**src/rtl/ps2_pkg.sv**
```systemverilog
// rtl/ps2_pkg.sv - shared PS/2 host transmitter types, command codes and timing helper
package ps2_pkg;

   typedef enum logic [2:0] {
      IDLE,
      INHIBIT,
      REQ,
      SHIFT,
      ACK,
      RELEASE,
      DONE,
      ERR
   } ps2_state_e;

   localparam logic [7:0] PS2_CMD_SET_LEDS = 8'hED;
   localparam logic [7:0] PS2_CMD_ENABLE   = 8'hF4;
   localparam logic [7:0] PS2_CMD_RESET    = 8'hFF;
   localparam logic [7:0] PS2_RSP_ACK      = 8'hFA;

   function automatic int unsigned us_to_cycles(input int unsigned us, input int unsigned mhz);
      return us * mhz;
   endfunction

endpackage

```
**src/rtl/ps2_host_tx_if.sv**
```systemverilog
// rtl/ps2_host_tx_if.sv - command byte handshake and completion status bundle
interface ps2_host_tx_if;
   logic       tx_valid;
   logic [7:0] tx_data;
   logic       tx_ready;
   logic       busy;
   logic       done;
   logic       ack_err;

   modport master (output tx_valid, tx_data, input tx_ready, busy, done, ack_err);
   modport slave  (input tx_valid, tx_data, output tx_ready, busy, done, ack_err);
endinterface

```
**src/rtl/ps2_sync_edge.sv**
```systemverilog
// rtl/ps2_sync_edge.sv - PS/2 pin synchronizer with clock falling-edge detect (SYNC_STAGES >= 2)
module ps2_sync_edge #(
   parameter int SYNC_STAGES = 2
) (
   input  logic clk,
   input  logic rst_n,
   input  logic i_ps2_clk,
   input  logic i_ps2_data,
   output logic o_clk_sync,
   output logic o_data_sync,
   output logic o_clk_fe
);

   logic [SYNC_STAGES-1:0] r_clk_sync;
   logic [SYNC_STAGES-1:0] r_data_sync;
   logic                   r_clk_prev;

   // Idle PS/2 lines float high, so reset the chain to 1 to avoid a phantom edge.
   always_ff @(posedge clk or negedge rst_n) begin
      if (!rst_n) begin
         r_clk_sync  <= '1;
         r_data_sync <= '1;
         r_clk_prev  <= 1'b1;
      end else begin
         r_clk_sync  <= {r_clk_sync[SYNC_STAGES-2:0], i_ps2_clk};
         r_data_sync <= {r_data_sync[SYNC_STAGES-2:0], i_ps2_data};
         r_clk_prev  <= r_clk_sync[SYNC_STAGES-1];
      end
   end

   assign o_clk_sync  = r_clk_sync[SYNC_STAGES-1];
   assign o_data_sync = r_data_sync[SYNC_STAGES-1];
   assign o_clk_fe    = r_clk_prev & ~r_clk_sync[SYNC_STAGES-1];

endmodule

```
**src/rtl/ps2_host_tx.sv**
```systemverilog
// rtl/ps2_host_tx.sv - PS/2 host-to-device command transmitter (optional retries: PS2_HOST_TX_RETRY_EN)
module ps2_host_tx
   import ps2_pkg::*;
#(
   parameter int unsigned CLK_MHZ          = 50,
   parameter int unsigned INHIBIT_US       = 120,
   parameter int unsigned START_TIMEOUT_US = 15000,
   parameter int unsigned FRAME_TIMEOUT_US = 2000,
   parameter int          SYNC_STAGES      = 2
) (
   input  logic              clk,
   input  logic              rst_n,
   ps2_host_tx_if.slave      bus,
   input  logic              i_ps2_clk,
   input  logic              i_ps2_data,
   output logic              o_ps2_clk_oe,
   output logic              o_ps2_data_oe
);

   localparam int unsigned INH_CYC   = us_to_cycles(INHIBIT_US, CLK_MHZ);
   localparam int unsigned START_CYC = us_to_cycles(START_TIMEOUT_US, CLK_MHZ);
   localparam int unsigned FRAME_CYC = us_to_cycles(FRAME_TIMEOUT_US, CLK_MHZ);
   localparam int unsigned MAX_A     = (INH_CYC > START_CYC) ? INH_CYC : START_CYC;
   localparam int unsigned MAX_CYC   = (MAX_A > FRAME_CYC) ? MAX_A : FRAME_CYC;
   localparam int          CNT_W     = $clog2(MAX_CYC);

   localparam logic [CNT_W-1:0] INH_LAST   = CNT_W'(INH_CYC - 1);
   localparam logic [CNT_W-1:0] START_LAST = CNT_W'(START_CYC - 1);
   localparam logic [CNT_W-1:0] FRAME_LAST = CNT_W'(FRAME_CYC - 1);

   ps2_state_e       r_state, w_nstate;
   logic [CNT_W-1:0] r_cnt, w_ncnt;
   logic [3:0]       r_idx, w_nidx;
   logic [8:0]       r_bits, w_nbits;
   logic             r_data_oe, w_ndata_oe;
   logic             w_fail;
   logic             w_clk_s, w_data_s, w_fe;
`ifdef PS2_HOST_TX_RETRY_EN
   logic [1:0]       r_retry, w_nretry;
`endif

   ps2_sync_edge #(.SYNC_STAGES(SYNC_STAGES)) u_sync (
      .clk         (clk),
      .rst_n       (rst_n),
      .i_ps2_clk   (i_ps2_clk),
      .i_ps2_data  (i_ps2_data),
      .o_clk_sync  (w_clk_s),
      .o_data_sync (w_data_s),
      .o_clk_fe    (w_fe)
   );

   always_ff @(posedge clk or negedge rst_n) begin
      if (!rst_n) begin
         r_state   <= IDLE;
         r_cnt     <= '0;
         r_idx     <= '0;
         r_bits    <= '0;
         r_data_oe <= 1'b0;
`ifdef PS2_HOST_TX_RETRY_EN
         r_retry   <= '0;
`endif
      end else begin
         r_state   <= w_nstate;
         r_cnt     <= w_ncnt;
         r_idx     <= w_nidx;
         r_bits    <= w_nbits;
         r_data_oe <= w_ndata_oe;
`ifdef PS2_HOST_TX_RETRY_EN
         r_retry   <= w_nretry;
`endif
      end
   end

   // One counter serves inhibit, start timeout and frame timeout: the phases never overlap.
   always_comb begin
      w_nstate = r_state;
      w_ncnt   = r_cnt;
      w_nidx   = r_idx;
      w_nbits  = r_bits;
      w_fail   = 1'b0;
`ifdef PS2_HOST_TX_RETRY_EN
      w_nretry = r_retry;
`endif
      case (r_state)
         IDLE: begin
            if (bus.tx_valid) begin
               w_nbits  = {~^bus.tx_data, bus.tx_data};
               w_ncnt   = '0;
               w_nstate = INHIBIT;
`ifdef PS2_HOST_TX_RETRY_EN
               w_nretry = '0;
`endif
            end
         end
         INHIBIT: begin
            if (r_cnt == INH_LAST) begin
               w_ncnt   = '0;
               w_nstate = REQ;
            end else begin
               w_ncnt = r_cnt + 1'b1;
            end
         end
         REQ: begin
            // The device's first falling edge asks for d0; index tracks the bit on the line.
            if (w_fe) begin
               w_ncnt   = '0;
               w_nidx   = 4'd0;
               w_nstate = SHIFT;
            end else if (r_cnt == START_LAST) begin
               w_fail = 1'b1;
            end else begin
               w_ncnt = r_cnt + 1'b1;
            end
         end
         SHIFT: begin
            if (r_cnt == FRAME_LAST) begin
               w_fail = 1'b1;
            end else begin
               w_ncnt = r_cnt + 1'b1;
               if (w_fe) begin
                  if (r_idx == 4'd8) w_nstate = ACK;
                  else               w_nidx   = r_idx + 4'd1;
               end
            end
         end
         ACK: begin
            if (r_cnt == FRAME_LAST) begin
               w_fail = 1'b1;
            end else begin
               w_ncnt = r_cnt + 1'b1;
               if (w_fe) begin
                  if (w_data_s) w_fail   = 1'b1;
                  else          w_nstate = RELEASE;
               end
            end
         end
         RELEASE: begin
            if (w_clk_s && w_data_s) w_nstate = DONE;
         end
         DONE:    w_nstate = IDLE;
         ERR:     w_nstate = IDLE;
         default: w_nstate = IDLE;
      endcase

      if (w_fail) begin
`ifdef PS2_HOST_TX_RETRY_EN
         if (r_retry != 2'd2) begin
            w_nretry = r_retry + 2'd1;
            w_ncnt   = '0;
            w_nstate = INHIBIT;
         end else begin
            w_nstate = ERR;
         end
`else
         w_nstate = ERR;
`endif
      end

      // Data is only ever pulled low for the start bit and for 0-valued frame bits.
      w_ndata_oe = (w_nstate == REQ) || ((w_nstate == SHIFT) && !w_nbits[w_nidx]);
   end

   assign bus.tx_ready  = (r_state == IDLE);
   assign bus.busy      = (r_state != IDLE);
   assign bus.done      = (r_state == DONE) || (r_state == ERR);
   assign bus.ack_err   = (r_state == ERR);
   assign o_ps2_clk_oe  = (r_state == INHIBIT);
   assign o_ps2_data_oe = r_data_oe;

endmodule

```
**src/flat_wrapper.sv**
```systemverilog
// flat-port wrapper written by rule: the top's interface ports become plain ports
module ps2_host_tx_flat import ps2_pkg::*;
#(
   parameter int unsigned CLK_MHZ          = 50,
   parameter int unsigned INHIBIT_US       = 120,
   parameter int unsigned START_TIMEOUT_US = 15000,
   parameter int unsigned FRAME_TIMEOUT_US = 2000,
   parameter int          SYNC_STAGES      = 2
)
  (clk, rst_n, i_ps2_clk, i_ps2_data, o_ps2_clk_oe, o_ps2_data_oe, bus_tx_valid, bus_tx_data, bus_tx_ready, bus_busy, bus_done, bus_ack_err);
  ps2_host_tx_if bus_i ();
  input  logic clk;
  input  logic rst_n;
  input  logic i_ps2_clk;
  input  logic i_ps2_data;
  output logic o_ps2_clk_oe;
  output logic o_ps2_data_oe;
  input wire logic [$bits(bus_i.tx_valid)-1:0] bus_tx_valid;
  input wire logic [$bits(bus_i.tx_data)-1:0] bus_tx_data;
  output wire logic [$bits(bus_i.tx_ready)-1:0] bus_tx_ready;
  output wire logic [$bits(bus_i.busy)-1:0] bus_busy;
  output wire logic [$bits(bus_i.done)-1:0] bus_done;
  output wire logic [$bits(bus_i.ack_err)-1:0] bus_ack_err;
  assign bus_i.tx_valid = bus_tx_valid;
  assign bus_i.tx_data = bus_tx_data;
  assign bus_tx_ready = bus_i.tx_ready;
  assign bus_busy = bus_i.busy;
  assign bus_done = bus_i.done;
  assign bus_ack_err = bus_i.ack_err;
  ps2_host_tx #(.CLK_MHZ(CLK_MHZ), .INHIBIT_US(INHIBIT_US), .START_TIMEOUT_US(START_TIMEOUT_US), .FRAME_TIMEOUT_US(FRAME_TIMEOUT_US), .SYNC_STAGES(SYNC_STAGES)) u_core (.clk(clk), .rst_n(rst_n), .bus(bus_i), .i_ps2_clk(i_ps2_clk), .i_ps2_data(i_ps2_data), .o_ps2_clk_oe(o_ps2_clk_oe), .o_ps2_data_oe(o_ps2_data_oe));
endmodule
```
**config.mk**
```make
export PLATFORM = sky130hd
export DESIGN_NAME = ps2_host_tx_flat
export DESIGN_NICKNAME = d
export VERILOG_FILES = /design/src/rtl/ps2_pkg.sv /design/src/rtl/ps2_host_tx_if.sv /design/src/rtl/ps2_sync_edge.sv /design/src/rtl/ps2_host_tx.sv /design/src/flat_wrapper.sv
export SDC_FILE = /design/constraint.sdc
export NUM_CORES = 1
export LEC_CHECK = 0
export ABC_CLOCK_PERIOD_IN_PS = 5100
export CAP_MARGIN = 20
export CORE_MARGIN = 2
export CORE_UTILIZATION = 30
export DETAILED_ROUTE_END_ITERATION = 8
export GPL_ROUTABILITY_DRIVEN = 0
export GPL_TIMING_DRIVEN = 0
export PLACE_DENSITY = 0.57
export SLEW_MARGIN = 20
export SYNTH_ARGS = -nofsm -noshare
export SYNTH_HDL_FRONTEND = slang
export SYNTH_SLANG_ARGS = --single-unit
```
**constraint.sdc**
```tcl
create_clock -name clk -period 5.1 [get_ports clk]
set_input_delay 1.02 -clock clk [delete_from_list [all_inputs] [get_ports clk]]
set_output_delay 1.02 -clock clk [all_outputs]
set_load 0.03 [all_outputs]
```
==> flow_summary.toml, run 1 <==
[critical_path]
r2r_slack_ps = 2590
path_class = "reg2out"
worstRegToRegCells = 9
endpoint = "o_ps2_clk_oe"
startpoint_type = "flop"
cp.required_ps = 4080
startpoint = "u_core.r_state[0]$_DFF_PN0_"
r2r_end = "u_core.r_cnt[17]$_DFFE_PN0P_"
r2r-start = "u_core.r_cnt[0]$_DFFE_PN0P_"
arrival_ps = 2400
cp_max_fo = 10
crit_path_end_kind = "output port"

[synthesis]
synth.avg_cell_area_um2 = 9.45
async_reset_ff_frac = 1.00
syn-num-nets = 290
synthFlopType = "dfrtp_1"
ys_seq_area_frac = 0.408
yosys_warnings = 0
synth_cells = 274
syn-cell-area_mm2 = 0.00259
synth_seq_cells = 42
synth_edf_count = 0
ys_types = 62

[sta]
max_slew_margin = 0.683
finalMaxSlewViolations = 0
finalSetupViolCount = 0
max_freq_mhz = 292
finalSetupTns_ps = 0
rsz0062_at_grt = "no"
fin_crit_sh = 0.671
worst_pin_slew_ps = 475
min_period_ps = 3420
skew_ps = 8.26
hold_viol = 0

[finish]
final-instance-count-excl-fill = 406
fin_nets = 316
area_growth_pct = 16.2
diodes = 0
final_layout_size_suffix_gt1_frac = 0.143

[pwr]
seq_power_share = 0.564
p_leak_uw = 0.00122
p_sw_frac = 0.244
p_total_uw = 609
p_int_uw = 461
p_switching_uw = 148
power_frac_comb = 0.064
p_clk_frac = 0.372
ir_worst_vdd_uv = 94.0
p_per_area_mw_per_mm2 = 202

[grt]
antenna_found_initial = 0
grt_max_degree = 28
grt_pass1_vias = 2078
track_usage = 0.137
grt_pass1_wl_um = 10600
grt-ovfl-total = 0

[floorplanning]
row_count = 33
die_y_um = 96.9
die_x_um = 96.9
die_area_mm2 = 0.00939
io_pins = 19
initial_utilization = 0.312
core_mm2 = 0.00830

[place]
portBuffers = 18
place_hpwl_um = 4580
dp_cells = 398

[worst_hold_path]
hp-class = "reg2reg"

[routing]
viasPerCell = 5.29
drt_iter0_markers = 113
num_vias = 2146
drt_wl_total_um = 6110
first_pass_iters = 4
drtAntennaViolNets = 0
wl_per_cell_um = 15.1
drcViolationCount = 0

[cts]
ctsResizeCount = 0
clock_latency_ps = 300
cts_tree = "yes"
root_buffer = "clkbuf_8"
numCtsBuffers = 5
cts_sinks = 42
cts.clk_slew.worst_paths_ps = 90
cts.path.max_buffers = 2
cts_max_level = 2
cts_setup_buffers = 0
postCtsHoldBufs = 0

[run]
cap_violations = 0

[outcome]
status = "finished clean"
## synth_stat cells (all sizes together) (4+ instances only)
library cell,count,share of area
or3,7,0.017
nand3,12,0.023
nand2,23,0.033
nor3,11,0.021
and3,4,0.0097
xnor2,10,0.034
dfstp,5,0.051
o21ai,23,0.044
and2,5,0.013
mux2i,6,0.023
nand4,5,0.014
a21oi,11,0.026
a22o,5,0.017
dfrtp,37,0.36
nor2,19,0.030
inv,15,0.022
nor2b,5,0.012
mux2,8,0.035
## layout by cell type, fill, tap and decap left out, types with 10 or more instances in the layout
cell type / netlist / routed
a21oi_1: 10 / 10
inv_1: 15 / 15
xnor2_1: 10 / 10
nor2_1: 16 / 16
nor3_1: 11 / 11
clkdlybuf4s50_1: 0 / 17
o21ai_1: 10 / 10
nand3_1: 12 / 12
dfrtp_1: 37 / 37
nand2_1: 23 / 23
o21ai_0: 13 / 13
## power by group through the flow
stage	sequential, µW	combinational (µW)	clock (µW)
after floorplan	350	17.8	0
after global placement	350	37.9	0
after detailed placement	351	39.7	0
after CTS	344	39.8	237
after global routing	345	43.3	251
final	344	38.9	227
## cell type report
cell class                      count  area, µm²
Buffer                              6       35.0
Clock buffer                        5       68.8
Clock inverter                      3       25.0
Fill cell                         834       5290
Inverter                           15       56.3
Multi-Input combinational cell    211       1440
Sequential cell                    42       1060
Tap cell                          105        131
Timing Repair Buffer               19        195
## critical path, cell delays in order (launching register included)
cell and delay [ps]:
dfrtp_1 480, clkbuf_1 380, nor3b_1 470, clkdlybuf4s50_1 760
## cell families (layout without fill, tap and decap cells)
logic type	count (synthesis)	after routing	synth area share
buffers and inverters	21	48	0.0353
muxes	14	14	0.0580
and+or+nand+nor	112	112	0.252
DFF	42	42	0.408
AOI/OAI and AO/OA	72	72	0.198
adders and majority gates	3	3	0.0145
xor gates and xnor gates	10	10	0.0338
## worst min path at each step
stage | start | cells after the start | endpoint | slack (ps)
2_1_floorplan | u_core.u_sync.r_clk_sync[0]$_DFF_PN1_ | 0 | u_core.u_sync.r_clk_sync[1]$_DFF_PN1_ | 350
3_3_place_gp | u_core.u_sync.r_clk_sync[0]$_DFF_PN1_ | 0 | u_core.u_sync.r_clk_sync[1]$_DFF_PN1_ | 350
3_5_place_dp | u_core.u_sync.r_clk_sync[0]$_DFF_PN1_ | 0 | u_core.u_sync.r_clk_sync[1]$_DFF_PN1_ | 350
4_1_cts | u_core.u_sync.r_clk_sync[0]$_DFF_PN1_ | 0 | u_core.u_sync.r_clk_sync[1]$_DFF_PN1_ | 360
5_1_grt | u_core.u_sync.r_data_sync[0]$_DFF_PN1_ | 0 | u_core.u_sync.r_data_sync[1]$_DFF_PN1_ | 370
6_report | u_core.u_sync.r_data_sync[0]$_DFF_PN1_ | 0 | u_core.u_sync.r_data_sync[1]$_DFF_PN1_ | 360
## registers in the layout, summed over array words and instances (netlist names)
name,flops
u_core.r_idx,4
u_core.u_sync.r_clk_sync,2
u_core.o_ps2_data_oe,1
u_core.r_state,3
u_core.r_bits,9
u_core.u_sync.r_data_sync,2
u_core.u_sync.r_clk_prev,1
u_core.r_cnt,20
## per-stage QoR
stage | setup slack, ps | hold WS [ps] | area [µm²] | util
after floorplan | 2500 | 345 | 2590 | -
after global placement | 1870 | 346 | 2900 | 0.349
after detailed placement | 1980 | 349 | 2920 | 0.351
after CTS | 1640 | 362 | 3010 | 0.363
after global routing | 1500 | 368 | 3010 | 0.363
final | 1680 | 361 | 3010 | 0.363
## metal layers
| layer | routed length [µm] | GRT usage |
|---|---|---|
| met1 | 3060 | 0.192 |
| met2 | 2810 | 0.217 |
| met3 | 156 | 0.0224 |
| met4 | 82 | 0.0423 |
| met5 | 0 | 0 |
No activity file was read; power rests on OpenSTA's default activity.
==> run 2: changes to the inputs <==
--- a/config.mk
+++ b/config.mk
@@ -5,7 +5,7 @@
 export SDC_FILE = /design/constraint.sdc
 export NUM_CORES = 1
 export LEC_CHECK = 0
-export ABC_CLOCK_PERIOD_IN_PS = 5100
+export ABC_CLOCK_PERIOD_IN_PS = 3200
 export CAP_MARGIN = 20
 export CORE_MARGIN = 2
 export CORE_UTILIZATION = 30
==> constraint.sdc (replaced) <==
create_clock -name clk -period 3.2 [get_ports clk]
set_input_delay 0.64 -clock clk [delete_from_list [all_inputs] [get_ports clk]]
set_output_delay 0.64 -clock clk [all_outputs]
set_load 0.03 [all_outputs]
==> run 2 against run 1 <==
Against the previous run: clock power up 60%; first-iteration DRC count up 18%; register-to-register slack worse by 1900 ps; non-clock buffer count unchanged; sequential power up 59%; combinational power up 59%; via count unchanged; global-route usage unchanged; routed wire length up 0.49%; final cell count unchanged; final area up 0.17%; critical path type unchanged; highest routed layer unchanged.
==> flow_summary.toml, run 2 (same netlist as run 1, synthesis figures left out) <==
[run]
cap_violations = 0

[grt]
grt_max_degree = 28
antenna_found_initial = 0
grt_pass1_wl_um = 10600
grt-ovfl-total = 0
track_usage = 0.137
grt_pass1_vias = 2078

[pwr]
power_frac_comb = 0.064
seq_power_share = 0.563
p_int_uw = 735
p_leak_uw = 0.00122
p_switching_uw = 238
p_sw_frac = 0.245
ir_worst_vdd_uv = 150
p_per_area_mw_per_mm2 = 323
p_clk_frac = 0.373

[floorplanning]
core_mm2 = 0.00830
die_x_um = 96.9
row_count = 33
die_area_mm2 = 0.00939
initial_utilization = 0.312
die_y_um = 96.9
io_pins = 19

[cts]
cts_setup_buffers = 0
cts.clk_slew.worst_paths_ps = 90
numCtsBuffers = 5
cts_sinks = 42
clock_latency_ps = 300
cts_tree = "yes"
postCtsHoldBufs = 0
cts.path.max_buffers = 2
root_buffer = "clkbuf_8"
cts_max_level = 2

[critical_path]
crit_chain = "clkbuf_1 -> nor3b_2 -> clkdlybuf4s50_1"
startpoint_type = "flop"
arrival_ps = 2260
cp.required_ps = 2560
cp_max_fo = 10
slowest_delay_ps = 730
cp_slowest_cell = "clkdlybuf4s50_1"
crit_path_end_kind = "output port"
path_class = "reg2out"

[sta]
max_freq_mhz = 345
finalSetupViolCount = 0
layout_setup_ws_ps = 304
rsz0062_at_grt = "no"
finalMaxSlewViolations = 0
fin_crit_sh = 0.905
skew_ps = 9.33
worst_pin_slew_ps = 483
min_period_ps = 2900
max_slew_margin = 0.677
finalSetupTns_ps = 0
hold_viol = 0

[routing]
first_pass_iters = 4
drt_wl_total_um = 6140
viasPerCell = 5.29
drtAntennaViolNets = 0
wl_per_cell_um = 15.1
drt_iter0_markers = 133
drcViolationCount = 0
num_vias = 2146

[place]
dp_cells = 398
place_hpwl_um = 4580
portBuffers = 18
pre_cts_ws_ps = 460

[finish]
final_cell_mix = "dfrtp_1, nand2_1, clkdlybuf4s50_1"
area_growth_pct = 16.4
fin_nets = 316
final_layout_size_suffix_gt1_frac = 0.146
post-route-util = 0.363
final_common_cell = "dfrtp_1"
largestRegisters = "u_core.r_cnt (20), u_core.r_bits (9), u_core.r_idx (4)"
largest_reg_flops = 20
diodes = 0
top_register = "u_core.r_cnt"
final-instance-count-excl-fill = 406

[worst_hold_path]
hp-class = "in2async"

[outcome]
status = "finished clean"
run 2: cell counts in the layout (fill, tap and decap cells not counted):
No cell type changed its count.
run 2: routing by layer:
metal | track usage | up-vias | part of all wire
met3 | 0.0224 | 7 | 0.024
met2 | 0.217 | 30 | 0.46
met5 | 0 | - | 0
li1 | - | 1065 | -
met1 | 0.192 | 1044 | 0.50
met4 | 0.0423 | 0 | 0.014
run 2: area by class of cell:
class	instances	area, µm²
fillers	836	5290
multi-input cells	211	1450
flip-flops and latches	42	1060
repair buffers	19	195
well taps	105	131
clock buffers	5	68.8
inverters	15	56.3
plain buffers	6	35.0
clock inverters	3	25.0
run 2: critical path: cells and delay by family, from the launching register on:
family / cells / cell delay (ps)
simple gates: 1 / 350
buf+inv: 2 / 1110
flops: 1 / 490
run 2: final timing paths:
kind	from	to	cells past startpoint	slack [ps]
hold / removal	rst_n	u_core.r_state[2]$_DFF_PN0_	1	240
setup / recovery	u_core.r_state[0]$_DFF_PN0_	o_ps2_clk_oe	3	300
max in group asynchronous	rst_n	u_core.r_cnt[3]$_DFFE_PN0P_	2	2500
setup reg to reg	u_core.r_cnt[0]$_DFFE_PN0P_	u_core.r_cnt[15]$_DFFE_PN0P_	9	690
hold reg to reg	u_core.u_sync.r_data_sync[0]$_DFF_PN1_	u_core.u_sync.r_data_sync[1]$_DFF_PN1_	0	360
min in group clk	u_core.u_sync.r_data_sync[0]$_DFF_PN1_	u_core.u_sync.r_data_sync[1]$_DFF_PN1_	0	360
run 2: power by group through the flow:
stage / combinational (µW) / sequential (µW) / clock (µW)
after floorplan: 28.4 / 557 / 0
after global placement: 60.5 / 558 / 0
after detailed placement: 63.3 / 559 / 0
after CTS: 63.4 / 548 / 378
after global routing: 69.0 / 549 / 400
final: 61.8 / 548 / 363
run 2: repair_timing:
item	4_1_cts	5_1_grt
hold endpoints to repair	0	0
gates resized for setup	0	1
endpoints found under the setup margin	0	1
run 2: metrics by stage:
step | instance area (µm²) | power, µW | hold WS [ps]
floorplan | 2590 | 586 | 344
global placement | 2900 | 619 | 346
detailed placement | 2920 | 622 | 349
CTS | 3010 | 990 | 244
global route | 3010 | 1020 | 263
finish | 3010 | 973 | 239
